==> src/rtl/dispatch_pkg.sv <==
// Shared opcode constants, class/state enums and the J/JAL target helper.
package dispatch_pkg;

    localparam logic [5:0] OP_RTYPE  = 6'b000000;
    localparam logic [5:0] OP_J      = 6'b000010;
    localparam logic [5:0] OP_JAL    = 6'b000011;
    localparam logic [5:0] OP_BEQ    = 6'b000100;
    localparam logic [5:0] OP_BNE    = 6'b000101;
    localparam logic [5:0] OP_LW     = 6'b100011;
    localparam logic [5:0] OP_SW     = 6'b101011;
    localparam logic [2:0] OP_IMM_HI = 3'b001;
    localparam logic [5:0] FN_JR     = 6'b001000;

    localparam int unsigned JW = 32;

    typedef enum logic [2:0] {
        CLS_ALU     = 3'd0,
        CLS_LOAD    = 3'd1,
        CLS_STORE   = 3'd2,
        CLS_BRANCH  = 3'd3,
        CLS_JR      = 3'd4,
        CLS_JAL     = 3'd5,
        CLS_ILLEGAL = 3'd6
    } inst_class_e;

    typedef enum logic [1:0] {
        RUN      = 2'd0,
        WAIT_BR  = 2'd1,
        REDIRECT = 2'd2
    } disp_state_e;

    // Pseudo-direct target: high nibble of PC+4 (wrapping), 26-bit index, word aligned.
    function automatic logic [JW-1:0] jump_target(input logic [JW-1:0] pc,
                                                  input logic [JW-1:0] inst);
        return ((pc + JW'(4)) & 32'hF000_0000) | ((inst << 2) & 32'h0FFF_FFFC);
    endfunction

endpackage

==> src/rtl/dispatch_unit_if.sv <==
// Dispatch-stage bus: IFQ head/pop, redirect, branch resolution and issue handshake.
interface dispatch_unit_if
    import dispatch_pkg::*;
#(
    parameter int unsigned AW = 32,
    parameter int unsigned IW = 32
);
    logic [IW-1:0] inst;
    logic [AW-1:0] pc_in;
    logic          empty;
    logic          inst_rd_en;
    logic [AW-1:0] jmp_branch_address;
    logic          jmp_branch_valid;
    logic          br_resolve_valid;
    logic          br_taken;
    logic [AW-1:0] br_target;
    logic          issue_valid;
    logic          issue_ready;
    logic [IW-1:0] issue_inst;
    logic [AW-1:0] issue_pc;
    inst_class_e   issue_class;

    modport master (
        input  inst, pc_in, empty, br_resolve_valid, br_taken, br_target, issue_ready,
        output inst_rd_en, jmp_branch_address, jmp_branch_valid,
               issue_valid, issue_inst, issue_pc, issue_class
    );

    modport slave (
        output inst, pc_in, empty, br_resolve_valid, br_taken, br_target, issue_ready,
        input  inst_rd_en, jmp_branch_address, jmp_branch_valid,
               issue_valid, issue_inst, issue_pc, issue_class
    );
endinterface

==> src/rtl/dispatch_unit_inst_decoder.sv <==
// Combinational instruction classifier; is_j_o marks a plain J (consumed, not forwarded).
module inst_decoder
    import dispatch_pkg::*;
#(
    parameter int unsigned IW = 32
) (
    input  logic [IW-1:0] inst_i,
    output inst_class_e   cls_o,
    output logic          is_j_o
);
    logic [5:0] op;
    logic [5:0] funct;
    logic       unused_bits;

    assign op          = inst_i[31:26];
    assign funct       = inst_i[5:0];
    assign unused_bits = ^inst_i[25:6];

    // Opcode/funct classification; J reports as JAL so both share the redirect path.
    always_comb begin
        cls_o  = CLS_ILLEGAL;
        is_j_o = 1'b0;
        if (op[5:3] == OP_IMM_HI) begin
            cls_o = CLS_ALU;
        end else begin
            case (op)
                OP_RTYPE: cls_o = (funct == FN_JR) ? CLS_JR : CLS_ALU;
                OP_J: begin
                    cls_o  = CLS_JAL;
                    is_j_o = 1'b1;
                end
                OP_JAL:  cls_o = CLS_JAL;
                OP_BEQ:  cls_o = CLS_BRANCH;
                OP_BNE:  cls_o = CLS_BRANCH;
                OP_LW:   cls_o = CLS_LOAD;
                OP_SW:   cls_o = CLS_STORE;
                default: cls_o = CLS_ILLEGAL;
            endcase
        end
    end
endmodule

==> src/rtl/dispatch_unit.sv <==
// In-order dispatch: pops the IFQ, resolves J/JAL locally, stalls on BEQ/BNE/JR,
// and forwards through a one-entry valid/ready output register.
module dispatch_unit
    import dispatch_pkg::*;
#(
    parameter int unsigned AW = 32,
    parameter int unsigned IW = 32
) (
    input logic            clk,
    input logic            rst,
    dispatch_unit_if.master bus
);
    disp_state_e   state_q;
    logic          issue_valid_q;
    logic [IW-1:0] issue_inst_q;
    logic [AW-1:0] issue_pc_q;
    inst_class_e   issue_class_q;
    logic [AW-1:0] jmp_addr_q;
    logic          jmp_valid_q;

    inst_class_e   dec_cls;
    logic          dec_is_j;
    logic          can_pop_c;

    inst_decoder #(.IW(IW)) u_dec (
        .inst_i (bus.inst),
        .cls_o  (dec_cls),
        .is_j_o (dec_is_j)
    );

    // Pop when running, head present and the output slot is free or draining; held low in reset.
    assign can_pop_c = rst && (state_q == RUN) && !bus.empty
                       && (!issue_valid_q || bus.issue_ready);

    assign bus.inst_rd_en         = can_pop_c;
    assign bus.jmp_branch_address = jmp_addr_q;
    assign bus.jmp_branch_valid   = jmp_valid_q;
    assign bus.issue_valid        = issue_valid_q;
    assign bus.issue_inst         = issue_inst_q;
    assign bus.issue_pc           = issue_pc_q;
    assign bus.issue_class        = issue_class_q;

    // Dispatch FSM, output register and redirect register.
    always_ff @(posedge clk or negedge rst) begin
        if (!rst) begin
            state_q       <= RUN;
            issue_valid_q <= 1'b0;
            issue_inst_q  <= '0;
            issue_pc_q    <= '0;
            issue_class_q <= CLS_ALU;
            jmp_addr_q    <= '0;
            jmp_valid_q   <= 1'b0;
        end else begin
            if (can_pop_c && !dec_is_j) begin
                issue_valid_q <= 1'b1;
                issue_inst_q  <= bus.inst;
                issue_pc_q    <= bus.pc_in;
                issue_class_q <= dec_cls;
            end else if (bus.issue_ready) begin
                issue_valid_q <= 1'b0;
            end

            jmp_valid_q <= 1'b0;
            case (state_q)
                RUN: begin
                    if (can_pop_c) begin
                        if (dec_cls == CLS_JAL) begin
                            jmp_addr_q  <= AW'(jump_target(JW'(bus.pc_in), JW'(bus.inst)));
                            jmp_valid_q <= 1'b1;
                            state_q     <= REDIRECT;
                        end else if (dec_cls == CLS_BRANCH || dec_cls == CLS_JR) begin
                            state_q <= WAIT_BR;
                        end
                    end
                end
                WAIT_BR: begin
                    if (bus.br_resolve_valid) begin
                        if (bus.br_taken) begin
                            jmp_addr_q  <= bus.br_target;
                            jmp_valid_q <= 1'b1;
                            state_q     <= REDIRECT;
                        end else begin
                            state_q <= RUN;
                        end
                    end
                end
                REDIRECT: state_q <= RUN;
                default:  state_q <= RUN;
            endcase
        end
    end
endmodule
==> src/flat_wrapper.sv <==
// flat-port wrapper written by rule: the top's interface ports become plain ports
module dispatch_unit_flat import dispatch_pkg::*;
#(
    parameter int unsigned AW = 32,
    parameter int unsigned IW = 32
)
  (clk, rst, bus_inst, bus_pc_in, bus_empty, bus_br_resolve_valid, bus_br_taken, bus_br_target, bus_issue_ready, bus_inst_rd_en, bus_jmp_branch_address, bus_jmp_branch_valid, bus_issue_valid, bus_issue_inst, bus_issue_pc, bus_issue_class);
  dispatch_unit_if #(.AW(AW), .IW(IW)) bus_i ();
  input logic clk;
  input logic rst;
  input wire logic [$bits(bus_i.inst)-1:0] bus_inst;
  input wire logic [$bits(bus_i.pc_in)-1:0] bus_pc_in;
  input wire logic [$bits(bus_i.empty)-1:0] bus_empty;
  input wire logic [$bits(bus_i.br_resolve_valid)-1:0] bus_br_resolve_valid;
  input wire logic [$bits(bus_i.br_taken)-1:0] bus_br_taken;
  input wire logic [$bits(bus_i.br_target)-1:0] bus_br_target;
  input wire logic [$bits(bus_i.issue_ready)-1:0] bus_issue_ready;
  output wire logic [$bits(bus_i.inst_rd_en)-1:0] bus_inst_rd_en;
  output wire logic [$bits(bus_i.jmp_branch_address)-1:0] bus_jmp_branch_address;
  output wire logic [$bits(bus_i.jmp_branch_valid)-1:0] bus_jmp_branch_valid;
  output wire logic [$bits(bus_i.issue_valid)-1:0] bus_issue_valid;
  output wire logic [$bits(bus_i.issue_inst)-1:0] bus_issue_inst;
  output wire logic [$bits(bus_i.issue_pc)-1:0] bus_issue_pc;
  output wire logic [$bits(bus_i.issue_class)-1:0] bus_issue_class;
  assign bus_i.inst = bus_inst;
  assign bus_i.pc_in = bus_pc_in;
  assign bus_i.empty = bus_empty;
  assign bus_i.br_resolve_valid = bus_br_resolve_valid;
  assign bus_i.br_taken = bus_br_taken;
  assign bus_i.br_target = bus_br_target;
  assign bus_i.issue_ready = bus_issue_ready;
  assign bus_inst_rd_en = bus_i.inst_rd_en;
  assign bus_jmp_branch_address = bus_i.jmp_branch_address;
  assign bus_jmp_branch_valid = bus_i.jmp_branch_valid;
  assign bus_issue_valid = bus_i.issue_valid;
  assign bus_issue_inst = bus_i.issue_inst;
  assign bus_issue_pc = bus_i.issue_pc;
  assign bus_issue_class = bus_i.issue_class;
  dispatch_unit #(.AW(AW), .IW(IW)) u_core (.clk(clk), .rst(rst), .bus(bus_i));
endmodule
==> config.mk <==
export PLATFORM = sky130hd
export DESIGN_NAME = dispatch_unit_flat
export DESIGN_NICKNAME = d
export VERILOG_FILES = /design/src/rtl/dispatch_pkg.sv /design/src/rtl/dispatch_unit_if.sv /design/src/rtl/dispatch_unit_inst_decoder.sv /design/src/rtl/dispatch_unit.sv /design/src/flat_wrapper.sv
export SDC_FILE = /design/constraint.sdc
export NUM_CORES = 1
export LEC_CHECK = 0
export CELL_PAD_IN_SITES_DETAIL_PLACEMENT = 0
export CELL_PAD_IN_SITES_GLOBAL_PLACEMENT = 2
export CORE_MARGIN = 10
export CORE_UTILIZATION = 25
export DETAILED_ROUTE_END_ITERATION = 10
export GPL_TIMING_DRIVEN = 0
export PLACE_DENSITY_LB_ADDON = 0.1
export SETUP_SLACK_MARGIN = 0.3
export SLEW_MARGIN = 15
export SYNTH_ARGS = -nofsm -noshare
export SYNTH_HDL_FRONTEND = slang
export SYNTH_SLANG_ARGS = --single-unit
==> constraint.sdc <==
create_clock -name clk -period 2.2 [get_ports clk]
set_input_delay 0.66 -clock clk [delete_from_list [all_inputs] [get_ports clk]]
set_output_delay 0.66 -clock clk [all_outputs]
set_load 0.005 [all_outputs]
==> impl_metrics.yaml, run 1 <==
timing:
  rsz0062_at_grt: "true"
  worstMarginPinSlew_ns: 0.5359
  post-route-period-util_pct: 94.19
  finalHoldViolCount: 0
  clock.fmax_mhz: 482.6
  min_period_ns: 2.072
  finalSetupViolations: 0
  slew_violations: 0
  skew_ns: 0.009011
  maxSlewHeadroom_pct: 64.27
worst_setup_path:
  worst_path_max_delay_cell: "nor4b_4"
  critPathBufInv: 4
  worstPathArrival_ns: 1.41
  path_delay_family: "simple AND/OR/NAND/NOR gates"
  crit_chain: "buf_16 > buf_16 > nor4b_4 > and2_4 > buf_6 > buf_6"
  rr_worst_depth: 9
  end_kind: "primary output"
  crit_type: "in -> out"
  worstReg2RegStart: "u_core.state_q[1]$_DFFE_PN0P_"
  reg2reg_setup_slack_ns: 0.20
  critPathLaunchType: "primary input"
  r2r-end: "u_core.bus.issue_inst[3]$_DFFE_PN0P_"
  cp_max_fo: 3
  cp_slowest_stage_delay_ns: 0.20
  required_ns: 1.54
synthesis:
  synth_top_cells_by_count: "dfrtp_1, nand2_1, mux2_2, nor2_1, a31oi_1"
  syn_nets: 486
  ys_seq_area_share_pct: 58.34
  synth-edff-count: 0
  yosys.area.top_type_share_pct: 58.34
  yosysWarnings: 0
  syn_inst: 384
  post-synth-top-count-cell: "dfrtp_1"
  ys.flop_type: "dfrtp_1"
  synth_cell_type_count: 40
  synth.area.top_cells: "dfrtp_1, mux2_2, nand2_1"
  avgSynthCellArea_um2: 11.51
  synth_top_area_cell: "dfrtp_1"
  ys_async_sr_fraction_pct: 100.0
  synth-seq-cells: 103
  netlist_area_um2: 4418
floorplanning:
  initial_core_util_pct: 25.54
  fp.dieArea_um2: 23390
  num_rows: 48
  io_pins: 204
  die_w_um: 152.9
  core_area_um2: 17300
  die_y_um: 152.9
global_routing:
  grt_pass1_wl_um: 26010
  antenna_found_initial: 2
  first_global_vias: 4162
  grt_use_total_pct: 14.16
  grt_max_degree: 31
  grt_overflow: 0
placement:
  port_buffers: 200
  post-dp-hpwl_um: 12200
  gp_congestion: 0.7027
  dpl_cell_area_um2: 6755
cts:
  cts_max_level: 3
  insertion_delay_ns: 0.35
  cts.sinks: 103
  root_buffer: "clkbuf_16"
  clockBufferDepth: 2
  cts_made_buffers: 9
  clkTransAtPathRegs_ns: 0.07
  cts_tree: "done"
routing:
  dr.pass1.iters: 4
  vias_per_cell: 4.533
  wl_per_cell_um: 20.75
  drc_errors: 0
  totalWireLength_um: 17830
  drtIter0Drc: 137
  ant_nets: 0
  vias: 3894
power_and_ir_drop:
  p_sw_uw: 1710
  power.share.sequential_pct: 40.5
  ir_drop_mv: 0.4511
  p_sw_share_pct: 26.72
  p_leak_uw: 0.004122
  clockPowerShare_pct: 27.9
  p_int_uw: 4689
  combinationalPowerShare_pct: 31.6
  power_density_nw_per_um2: 799.7
final_layout:
  final_util_pct: 46.26
  fin_nets: 730
  fillCellCount: 1648
  area_growth_pct: 81.11
  fin_area_um2: 8001
  drive_above_1_share_pct: 24.96
outcome:
  status: "complete, no violations"
job:
  drv_cap: 0
hold_path:
  hp-class: "in -> async"
-- how the worst max path moves through the flow --
stage,depth (start not counted),from,endpoint
after floorplan,6,bus_inst[29],u_core.bus.issue_inst[1]$_DFFE_PN0P_
after global placement,5,rst,bus_inst_rd_en
after detailed placement,6,rst,bus_inst_rd_en
after CTS,4,u_core.state_q[1]$_DFFE_PN0P_,bus_inst_rd_en
after global routing,4,u_core.state_q[1]$_DFFE_PN0P_,bus_inst_rd_en
final,6,rst,bus_inst_rd_en
-- stage by stage --
step,power (uW),hold WS (ns),cells,TNS [ns],setup slack [ns]
finish,6399,0.2375,859,0,0.1278
floorplan,3198,0.3644,384,0,0.2010
global placement,4594,0.4611,809,-870.96,-4.961
CTS,6331,0.2235,841,0,0.1074
global route,6783,0.2173,859,0,0.06580
detailed placement,4626,0.4778,810,-69.66,-1.087
-- state kept, by name, summed over array words and instances (netlist names) --
| register | count |
|---|---|
| u_core.state_q | 2 |
| u_core.bus.issue_inst | 32 |
| u_core.bus.issue_pc | 32 |
| u_core.bus.jmp_branch_valid | 1 |
| u_core.bus.issue_class | 3 |
| u_core.bus.jmp_branch_address | 32 |
| u_core.bus.issue_valid | 1 |
-- power groups by stage --
stage / sequential (uW) / clock (uW) / combinational [uW]
3_3_place_gp: 2620 / 0 / 1970
4_1_cts: 2590 / 1840 / 1900
3_5_place_dp: 2630 / 0 / 1990
5_1_grt: 2660 / 1920 / 2190
6_report: 2590 / 1780 / 2020
2_1_floorplan: 2660 / 0 / 536
-- final cells by class --
type	count	area (um2)	share of cell area [%]
Timing Repair Buffer	233	2577	32.21
Inverter	6	22.52	0.2815
Sequential cell	103	2580	32.24
Buffer	23	246.5	3.081
Clock inverter	5	81.33	1.016
Clock buffer	11	242.7	3.034
Tap cell	225	281.5	3.518
Antenna cell	1	2.502	0.03127
Multi-Input combinational cell	252	1967	24.58
-- routing by layer --
| layer | up-vias | part of all wire, % | GRT usage [%] | wire (um) |
|---|---|---|---|---|
| met5 | - | 0.045 | 0 | 8 |
| met4 | 2 | 0.99 | 3.678 | 177 |
| met3 | 14 | 6.4 | 5.668 | 1147 |
| met2 | 116 | 48 | 22.72 | 8594 |
| met1 | 1924 | 44 | 17.29 | 7900 |
| li1 | 1838 | - | - | - |
-- worst register-to-register path: cells and delay by family, from the launching register on --
kind	cells	cell delay [ns]
AO/OA/AOI/OAI	1	0.09
buffers and inverters	5	0.62
flip-flops	1	0.43
multiplexers	1	0.30
AND/OR/NAND/NOR	2	0.46
-- repair_timing --
| item | CTS | global route |
|---|---|---|
| setup endpoints to repair | 150 | 132 |
| setup buffers | 11 | 10 |
| gates resized for setup | 112 | 131 |
| cloned | 4 | 7 |
| hold endpoints to repair | 0 | 0 |
| pin swaps | 12 | 4 |
| hold buffers | 0 | 0 |
-- cell families (layout without fill, tap and decap cells) --
family	after synthesis	in the layout	share of synthesized area [%]
AO/OA/AOI/OAI	55	55	8.100
flip-flops	103	103	58.34
other	0	1	0
AND/OR/NAND/NOR	133	133	13.54
buffers and inverters	29	278	3.823
multiplexers	62	62	15.80
XOR/XNOR	2	2	0.3966
-- layout by cell type, fill, tap and decap left out, types with 9 or more instances in the layout --
| master | count |
|---|---|
| clkdlybuf4s50_1 | 83 |
| a31oi_1 | 26 |
| dlymetal6s2s_1 | 50 |
| o21ai_0 | 9 |
| dlygate4sd2_1 | 60 |
| nand2_1 | 64 |
| nor2_1 | 32 |
| mux2_2 | 11 |
| mux2_4 | 50 |
| dfrtp_1 | 101 |
| clkbuf_16 | 16 |
| buf_4 | 21 |
No activity file was read; power rests on OpenSTA's default activity.
==> run 2: changes to the inputs <==
Settings changed: TNS_END_PERCENT from default to 50.
==> run 2 against run 1 <==
Register-to-register slack about the same. Sequential power is essentially flat. Combinational power increased by 5%.
==> impl_metrics.yaml, run 2 (synthesis gave the netlist of run 1 again) <==
final_layout:
  fin_nets: 726
  fin_area_um2: 7918
  final_common_cell: "clkdlybuf4s50_1"
  area_growth_pct: 79.21
  drive_above_1_share_pct: 24.32
  final_cell_count_no_fill: 855
  layout_common_cells: "clkdlybuf4s50_1, dfrtp_1, nand2_1"
global_routing:
  grt_max_degree: 31
  grt_use_total_pct: 14.14
  grt_overflow: 0
  antenna_found_initial: 2
  grt_pass1_wl_um: 25950
  first_global_vias: 4168
cts:
  clockBufferDepth: 2
  cts.sinks: 103
  postCtsHoldBufs: 0
  clkTransAtPathRegs_ns: 0.07
  cts_max_level: 3
  cts_tree: "done"
  insertion_delay_ns: 0.35
  root_buffer: "clkbuf_16"
  cts_made_buffers: 9
floorplanning:
  core_area_um2: 17300
  initial_core_util_pct: 25.54
  die_w_um: 152.9
  io_pins: 204
  die_y_um: 152.9
  fp.dieArea_um2: 23390
  num_rows: 48
hold_path:
  hp-class: "in -> async"
placement:
  gp_congestion: 0.7027
  port_buffers: 200
  placed_cells: 810
  post-dp-hpwl_um: 12200
  dpl_cell_area_um2: 6755
timing:
  slew_violations: 0
  post-route-period-util_pct: 94.14
  clock.fmax_mhz: 482.9
  finalSetupViolations: 0
  maxSlewHeadroom_pct: 65.04
  min_period_ns: 2.071
  finalHoldViolCount: 0
  skew_ns: 0.007488
  worstMarginPinSlew_ns: 0.5245
  rsz0062_at_grt: "true"
routing:
  drtIter0Drc: 134
  wl_per_cell_um: 20.54
  drc_errors: 0
  totalWireLength_um: 17560
  ant_nets: 0
  vias: 3840
  dr.pass1.iters: 4
  vias_per_cell: 4.491
worst_setup_path:
  crit_type: "in -> out"
  cp_max_fo: 3
  reg2reg_setup_slack_ns: 0.20
  worstPathArrival_ns: 1.41
  end_kind: "primary output"
  required_ns: 1.54
  critPathLaunchType: "primary input"
outcome:
  status: "complete, no violations"
job:
  drv_cap: 0
power_and_ir_drop:
  power_density_nw_per_um2: 821.3
  ir_drop_mv: 0.4541
  p_leak_uw: 0.003775
[run 2: cell count changes in the layout (fill, tap and decap cells not counted), sizes merged]
cell           before  now
clkdlybuf4s50      83  146
dlygate4sd2        60   14
dlymetal6s2s       50   33
buf                41   37
[run 2: worst paths after layout]
kind / endpoint / startpoint / cells past startpoint
max in group asynchronous: u_core.bus.jmp_branch_address[20]$_DFFE_PN0P_ / rst / 3
setup / recovery: bus_inst_rd_en / rst / 6
min in group clk: u_core.bus.issue_class[1]$_DFFE_PN0P_ / u_core.bus.issue_class[1]$_DFFE_PN0P_ / 2
hold reg to reg: u_core.bus.issue_class[1]$_DFFE_PN0P_ / u_core.bus.issue_class[1]$_DFFE_PN0P_ / 2
setup reg to reg: u_core.bus.issue_pc[6]$_DFFE_PN0P_ / u_core.state_q[1]$_DFFE_PN0P_ / 9
hold / removal: u_core.bus.issue_pc[16]$_DFFE_PN0P_ / rst / 1
[run 2: where the power goes]
part / internal [uW] / leakage, uW / switching [uW]
registers: 2360 / 0.00123 / 241
logic: 1420 / 0.00239 / 707
clock network: 1030 / 0.000156 / 742
total: 4810 / 0.00377 / 1690
[run 2: cell type report]
type | count | area (um2)
well taps | 225 | 281.5
flip-flops and latches | 103 | 2580
diodes | 1 | 2.502
plain buffers | 23 | 245.2
clock inverters | 5 | 81.33
inverters | 6 | 22.52
clock buffers | 11 | 242.7
fillers | 1649 | 9379
multi-input cells | 252 | 1899
repair buffers | 229 | 2562
[run 2: through the flow]
| step | total power (uW) | utilization [%] | setup WS (ns) | hold slack (ns) | setup TNS, ns |
|---|---|---|---|---|---|
| 6_report | 6503 | 45.78 | 0.1290 | 0.2377 | 0 |
| 5_1_grt | 6896 | 45.78 | 0.06580 | 0.2173 | 0 |
| 4_1_cts | 6505 | 42.79 | 0.1074 | 0.2235 | 0 |
| 3_5_place_dp | 4626 | 39.06 | -1.087 | 0.4778 | -69.66 |
| 3_3_place_gp | 4594 | 38.89 | -4.961 | 0.4611 | -870.96 |
| 2_1_floorplan | 3198 | - | 0.2010 | 0.3644 | 0 |
[run 2: repair_timing]
action,CTS,global route
resized for setup,66,94
gates cloned,4,7
setup buffers,11,6
pin swaps,12,4
endpoints found under the setup margin,150,178
[run 2: critical path, stage by stage]
cell	delay [ns]
buf_16	0.08
buf_16	0.10
nor4b_4	0.21
and2_4	0.18
buf_6	0.09
buf_6	0.08
[run 2: metal layers]
metal,part of all wire (%),GRT usage (%),vias to the layer above
li1,-,-,1828
met1,44,17.21,1875
met2,48,22.72,121
met3,6.8,5.668,14
met4,1.0,3.678,2
met5,0.074,0,-
